## src/rtl/pic_intr_sequencer.sv

```systemverilog
`default_nettype none
// ============================================================================
// pic_intr_sequencer : 8-level priority interrupt controller, two-pulse INTA
// ============================================================================
module pic_intr_sequencer #(
   parameter bit AEOI = 1'b0
) (
   input  logic       clk,
   input  logic       rst_n,
   input  logic [7:0] ir,
   input  logic       inta_n,
   input  logic       imr_wr,
   input  logic [7:0] imr_din,
   input  logic       base_wr,
   input  logic [7:0] base_din,
   input  logic       eoi,
   output logic       int_o,
   output logic [7:0] vec_out,
   output logic       vec_oe,
   output logic [7:0] irr,
   output logic [7:0] isr,
   output logic [7:0] imr
);

   typedef enum logic [1:0] {
      IDLE  = 2'd0,
      WAIT2 = 2'd1,
      DRIVE = 2'd2
   } state_t;

   state_t     state_q, state_d;
   logic [7:0] ir_q, ir_d;
   logic       inta_q, inta_d;
   logic [7:0] irr_q, irr_d;
   logic [7:0] isr_q, isr_d;
   logic [7:0] imr_q, imr_d;
   logic [4:0] base_q, base_d;
   logic [2:0] lvl_q, lvl_d;
   logic       spur_q, spur_d;
   logic       int_o_q, int_o_d;
   logic [7:0] vec_out_q, vec_out_d;
   logic       vec_oe_q, vec_oe_d;

   // Returns {found, index of lowest set bit}; bit 0 is the highest priority.
   function automatic logic [3:0] lowest(input logic [7:0] v);
      logic [3:0] r;
      r = 4'b0000;
      for (int i = 7; i >= 0; i--) begin
         if (v[i]) r = {1'b1, i[2:0]};
      end
      return r;
   endfunction

   logic [7:0] ir_rise;
   logic       ack_fall;
   logic [3:0] cand;
   logic [3:0] isr_lo;
   logic       cand_valid;

   assign ir_rise    = ir & ~ir_q;
   assign ack_fall   = inta_q & ~inta_n;
   assign cand       = lowest(irr_q & ~imr_q);
   assign isr_lo     = lowest(isr_q);
   assign cand_valid = cand[3] && (!isr_lo[3] || (cand[2:0] < isr_lo[2:0]));

   always_comb begin
      state_d   = state_q;
      ir_d      = ir;
      inta_d    = inta_n;
      irr_d     = irr_q;
      isr_d     = isr_q;
      imr_d     = imr_q;
      base_d    = base_q;
      lvl_d     = lvl_q;
      spur_d    = spur_q;
      int_o_d   = 1'b0;
      vec_out_d = vec_out_q;
      vec_oe_d  = vec_oe_q;

      if (imr_wr)  imr_d  = imr_din;
      if (base_wr) base_d = base_din[7:3];

      // EOI acts on the pre-cycle ISR so it composes with an ACK1 set below.
      if (eoi && isr_lo[3]) isr_d[isr_lo[2:0]] = 1'b0;

      case (state_q)
         IDLE: begin
            int_o_d   = cand_valid;
            vec_out_d = 8'h00;
            vec_oe_d  = 1'b0;
            if (ack_fall) begin
               state_d = WAIT2;
               int_o_d = 1'b0;
               if (cand_valid) begin
                  lvl_d              = cand[2:0];
                  spur_d             = 1'b0;
                  isr_d[cand[2:0]]   = 1'b1;
                  irr_d[cand[2:0]]   = 1'b0;
               end else begin
                  lvl_d  = 3'd7;
                  spur_d = 1'b1;
               end
            end
         end
         WAIT2: begin
            if (ack_fall) begin
               state_d   = DRIVE;
               vec_out_d = {base_q, lvl_q};
               vec_oe_d  = 1'b1;
            end
         end
         DRIVE: begin
            if (inta_n) begin
               state_d   = IDLE;
               vec_out_d = 8'h00;
               vec_oe_d  = 1'b0;
               if (AEOI && !spur_q) isr_d[lvl_q] = 1'b0;
            end
         end
         default: begin
            state_d   = IDLE;
            vec_out_d = 8'h00;
            vec_oe_d  = 1'b0;
         end
      endcase

      // A new edge wins over the ACK1 clear of the same bit.
      irr_d = irr_d | ir_rise;
   end

   always_ff @(posedge clk) begin
      if (!rst_n) begin
         state_q   <= IDLE;
         ir_q      <= 8'hFF;
         inta_q    <= 1'b1;
         irr_q     <= 8'h00;
         isr_q     <= 8'h00;
         imr_q     <= 8'hFF;
         base_q    <= 5'd0;
         lvl_q     <= 3'd0;
         spur_q    <= 1'b0;
         int_o_q   <= 1'b0;
         vec_out_q <= 8'h00;
         vec_oe_q  <= 1'b0;
      end else begin
         state_q   <= state_d;
         ir_q      <= ir_d;
         inta_q    <= inta_d;
         irr_q     <= irr_d;
         isr_q     <= isr_d;
         imr_q     <= imr_d;
         base_q    <= base_d;
         lvl_q     <= lvl_d;
         spur_q    <= spur_d;
         int_o_q   <= int_o_d;
         vec_out_q <= vec_out_d;
         vec_oe_q  <= vec_oe_d;
      end
   end

   assign int_o   = int_o_q;
   assign vec_out = vec_out_q;
   assign vec_oe  = vec_oe_q;
   assign irr     = irr_q;
   assign isr     = isr_q;
   assign imr     = imr_q;

endmodule
`default_nettype wire

```

## config.mk

```make
export PLATFORM = sky130hd
export DESIGN_NAME = pic_intr_sequencer
export DESIGN_NICKNAME = d
export VERILOG_FILES = /design/src/rtl/pic_intr_sequencer.sv
export SDC_FILE = /design/constraint.sdc
export NUM_CORES = 1
export LEC_CHECK = 0
export CORE_UTILIZATION = 30
export DETAILED_ROUTE_END_ITERATION = 7
export SYNTH_ARGS = -nofsm -noshare
export SYNTH_HDL_FRONTEND = slang
export SYNTH_SLANG_ARGS = --single-unit
export TNS_END_PERCENT = 5
```

## constraint.sdc

```tcl
create_clock -name clk -period 2.75 [get_ports clk]
set_clock_uncertainty 0.05 [all_clocks]
set_input_delay 0.55 -clock clk [delete_from_list [all_inputs] [get_ports clk]]
set_output_delay 0.55 -clock clk [all_outputs]
set_load 0.05 [all_outputs]
```

# After elaboration in Yosys (flattened, before gate mapping)

Cells that the tools add are included.

Add/sub/neg operators: 0
Multipliers: 0
Divide/modulo/power cells: 0
Magnitude comparators: 5
Eq/ne operators: 5
Shift-type cells: 0
Muxes and demuxes: 38
Bitwise logic cells: 14
Reductions and logical operators: 11

Operators by type and width:

| operator             | number |
|---|---|
| $mux W8              | 9 |
| $mux W4              | 16 |
| $and A8 B8 Y8        | 4 |
| $not A8 Y8           | 4 |
| $or A8 B8 Y8         | 2 |
| $pmux W8 S2          | 1 |
| $lt A3 B4 Y1 const B | 2 |
| $demux W1 S3         | 2 |
| $ge A3 B1 Y1 const B | 2 |
| $mux W2              | 3 |
| $ne A2 B2 Y1 const B | 3 |
| $pmux W2 S3          | 1 |
| $logic_and A1 B1 Y1  | 4 |
| $mux W1              | 4 |
| $reduce_and A2 Y1    | 2 |
| $lt A3 B3 Y1         | 1 |
| $mux W3              | 1 |
| $not A1 Y1           | 3 |
| $reduce_and A3 Y1    | 1 |
| $reduce_or A3 Y1     | 1 |
| $eq A2 B1 Y1 const B | 1 |
| $eq A2 B2 Y1 const B | 1 |
| $logic_not A2 Y1     | 1 |
| $pmux W1 S2          | 1 |
| other kinds (3)      | 3 |

Register bits: 53
Latch bits: 0
RAM bits: 0
Bits in read-only memories: 0
Bits of input ports: 30
Output and inout bits: 34
Memories: 0

# Depth between registers and ports, before layout

Depth in word-level cells: 20
Depth in mapped cells: 10
Mapped depth without buffers: 10

# Worst setup path after synthesis

No wires, ideal clock.

Path kind: register -> register
Start point: reg irr_q[1], in the netlist irr[1]
End point: reg isr_q[6], in the netlist isr[6]
Library setup time: 0.059 ns
Arrival time: 2.408 ns
Data required time: 2.641 ns
Path slack: 0.233 ns
Cell stages (with the launch flop): 10
Buffers on the path: 0
Clock period less this slack: 2.517 ns
Cell sequence: dfxtp_1 -> inv_1 -> o2111ai_1 -> nor2_1 -> ha_1 -> a21oi_1 -> a21oi_1 -> a21oi_1 -> o31a_1 -> a31o_1

Longest elaborated chain between the ends: 11
Elaborated cells between the ends (all ways): 15
Classes of those cells: order compare: 3; mux: 7; bitwise: 2; reduce/logical: 3

RTL lines:

| what                                                               | RTL line | source |
|---|---|---|
| from (decl)                                                        | 34       | `logic [7:0] irr_q, irr_d;` |
| from (signal assigned)                                             | 149      | `irr_q <= irr_d;` |
| $and A8 B8 Y8 *                                                    | 62       | `assign cand = lowest(irr_q & ~imr_q);` |
| $mux W4 * (2 in series)                                            | 49       | `if (v[i]) r = {1'b1, i[2:0]};` |
| $lt A3 B4 Y1 (implied by the code) or $ge A3 B1 Y1 (tied branches) | 97       | `isr_d[cand[2:0]] = 1'b1;` |
| $logic_and A1 B1 Y1 (implied by the code)                          | 97       |  |
| $mux W1 (implied by the code)                                      | 97       |  |
| $demux W1 S3                                                       | 97       |  |
| $or A8 B8 Y8 (no line)                                             | --       |  |
| $mux W8 *                                                          | 94       | `if (cand_valid) begin` |
| $mux W8 *                                                          | 91       | `if (ack_fall) begin` |
| $mux W8 *                                                          | 86       | `case (state_q)` |
| to (signal assigned)                                               | 150      | `isr_q <= isr_d;` |
| to (decl)                                                          | 35       | `logic [7:0] isr_q, isr_d;` |

Mark *: on every way between the ends. The rest lies on a longest branch, timed or not.
A chain may end at the register's enable or synchronous reset.

# Final worst setup path

Start point: reg isr_q[0], in the netlist isr[0]
End point: reg irr_q[2], in the netlist irr[2]

Longest elaborated chain between the ends: 8
Elaborated cells between the ends (all ways): 9
Classes of those cells: order compare: 1; mux: 4; bitwise: 1; reduce/logical: 3

RTL lines:

| what                                             | RTL line | source |
|---|---|---|
| $mux W4 *                                        | 49       |  |
| $lt A3 B3 Y1 or $logic_not A1 Y1 (tied branches) | 64       | `assign cand_valid = cand[3] && (!isr_lo[3] \|\| (cand[2:0] < isr_lo[2:0]));` |
| $logic_or A1 B1 Y1 *                             | 64       |  |
| $logic_and A1 B1 Y1 *                            | 64       |  |
| $mux W8 *                                        | 94       |  |
| $mux W8 *                                        | 91       |  |
| $mux W8 *                                        | 86       |  |
| $or A8 B8 Y8 *                                   | 128      | `irr_d = irr_d \| ir_rise;` |

Marked as above.

==> reports/metrics.yaml <==
run_status:
  outcome: "finished, final reports clean"
clock_tree:
  cts_inserted_buffers: 5
  cts_max_level: 2
  insertion_delay_ps: 310
  ctsRootBufferMaster: "clkbuf_8"
  cts_hold_buf: 0
  path_clk_slew_ps: 100
  clk_path_buf_depth: 2
  post_cts_buffers: 0
  cts_resized: 0
  cts.sinks: 53
  cts_tree: "done"
timing:
  period_needed_ps: 2385
  post-route-period-util: 0.8671
  fmax_mhz: 419.4
  slew-limit-headroom: 0.6143
  rsz0062_at_grt: "false"
  report.final.slew_viol_count: 0
  hold_viol: 0
  setup_violations: 0
  setup_tns_ps: 0
  worstMarginPinSlew_ps: 576.1
detailed_routing:
  drc: 0
  wl_um: 5426
  drt_iter0_drc: 76
  wire_per_inst_um: 13.04
  avgViaCountPerCell: 4.849
  drt-pass1-iter-count: 4
  vias: 2017
  final_antenna_net_count: 0
power:
  pwr_density_cell_nw_per_um2: 505.5
  ir_drop_v: 0.0002513
  leakage_nw: 1.186
placement:
  portBuffers: 60
  gp_congestion: 0.7825
  hpwl_um: 4042
synth:
  yosysWarningCount: 0
  syn_inst: 255
  ys_seq_elements: 53
  synth_ff_type: "dfxtp_1"
  synth.yosys.seq_area_share: 0.4614
  syn_area_per_cell_um2: 9.018
  async_reset_ff_frac: 0
  syn_nets: 287
  synth_edf_count: 0
  synth_cell_types: 51
  synth.cell_area_um2: 2300
critical_path:
  critical_path.startpoint: "isr[0]"
  reg2reg_from: "isr[0]"
  endpoint_kind: "flip-flop"
  startpoint_type: "flip-flop"
  r2r_setup_slack_ps: 370
  crit_fanout: 8
  crit_arrival_ps: 2520
  r2r_cells: 8
  endpoint: "irr[2]"
  crit_type: "flip-flop to flip-flop"
  r2r-end: "irr[2]"
  required_ps: 2890
global_routing:
  gr-total-overflow: 0
  grt_first_pass_wirelength_um: 8907
  grt_antenna_before_repair: 0
  grt_util_all_layers: 0.1439
  grt_pass1_vias: 1820
  grt_max_degree: 43
layout:
  layout_commonest_cell: "clkdlybuf4s50_1"
  final_cell_mix: "clkdlybuf4s50_1 (60), dfxtp_1 (53), nor2_1 (24), nand2_1 (24), nand2b_1 (14)"
  syn_to_final_growth_pct: 35.26
  fin_util: 0.4243
  nets: 348
  drive_gt1_frac: 0.07256
  fill_cells: 734
  insertedDiodeCount: 0
min_path:
  min_path_type: "flip-flop to flip-flop"
floorplanning:
  die_h_um: 89.56
  row_count: 31
  start_util: 0.3137
  ios: 64
  die_area_um2: 8020
  core_area_um2: 7331
  die_x_um: 89.56
job:
  cap_viol_max_count: 0
[how the worst min path moves through the flow]
stage / startpoint / end / cells after the start
after floorplan: ir_q[3] / irr[3] / 2
after global placement: vec_oe / vec_oe / 2
after detailed placement: ir_q[3] / irr[3] / 2
after CTS: ir_q[3] / irr[3] / 2
after global routing: ir_q[3] / irr[3] / 2
final: ir_q[3] / irr[3] / 2
[logic make-up after synthesis]
| kind of cell | count (synthesis) | share of synthesized area |
|---|---|---|
| compound gates | 66 | 0.1926 |
| xor+xnor | 1 | 0.003809 |
| fa+ha+maj | 2 | 0.01088 |
| buf+inv | 22 | 0.03917 |
| flops | 53 | 0.4614 |
| mux | 11 | 0.04788 |
| simple gates | 100 | 0.2443 |
[routing by layer]
layer	vias up	track usage	routed length, um
met5	-	0	0
met4	0	0.03030	34
met3	5	0.03693	262
met2	44	0.2348	2528
met1	937	0.1915	2600
li1	1031	-	-
[synthesized netlist by cell type, types with 2 or more instances]
cell type / instances / area, um^2
and2_1: 2 / 12.51
nand3b_1: 3 / 22.52
o211ai_1: 2 / 15.01
dfxtp_1: 53 / 1061
nor2_1: 24 / 90.09
a31oi_1: 4 / 25.02
o21a_1: 3 / 22.52
mux2i_1: 11 / 110.1
o32a_1: 2 / 20.02
a21oi_1: 11 / 55.05
o21ai_1: 7 / 35.03
a22oi_1: 9 / 67.56
nor2b_1: 8 / 50.05
ha_1: 2 / 25.02
nor3_1: 7 / 35.03
o21ai_0: 11 / 55.05
nand2_1: 24 / 90.09
nor3_2: 2 / 20.02
a31o_1: 4 / 35.03
nand2b_1: 14 / 87.58
nand3_1: 2 / 10.01
clkbuf_1: 10 / 37.54
inv_1: 10 / 37.54
nor3b_1: 2 / 15.01
o22ai_1: 2 / 12.51
[layout make-up]
cell class	instances	area, um^2	area share
tap	99	123.9	0.03982
inverter	10	37.54	0.01207
clock inverter	3	25.02	0.008045
clock buffer	5	68.82	0.02212
multi-input combinational	180	1149	0.3693
sequential	53	1061	0.3411
timing repair buffer	66	645.6	0.2076
[through the flow]
stage	hold WS [ps]	setup WS, ps	total power [mW]	area (um^2)	instances
final	434.4	365.4	1.572	3110	416
after global routing	464.8	75.07	1.651	3110	416
after CTS	440.8	348.7	1.588	3110	416
after detailed placement	424.3	330.0	1.138	3017	408
after global placement	417.4	330.4	1.135	3017	408
after floorplan	410.0	232.9	1.028	2300	255
[flip-flops by register name (all words and copies together) (netlist names)]
name,cells
imr,8
ir_q,8
irr,8
isr,8
vec_out,8
base_q,5
lvl_q,3
state_q,2
int_o,1
inta_q,1
vec_oe,1
[where the power goes]
group	internal [mW]	switching, mW
Sequential	0.804	0.0290
Combinational	0.122	0.164
Clock	0.184	0.269
Total	1.11	0.462
[worst max-delay path: stages (launching register included)]
cell and delay (ps):
dfxtp_1 400, nor4_2 420, nand2b_1 110, ha_1 320, a21oi_1 300, a21oi_1 100
a21oi_1 130, o31a_1 300, o21ai_1 120
Power figures use the tool's default switching activity.
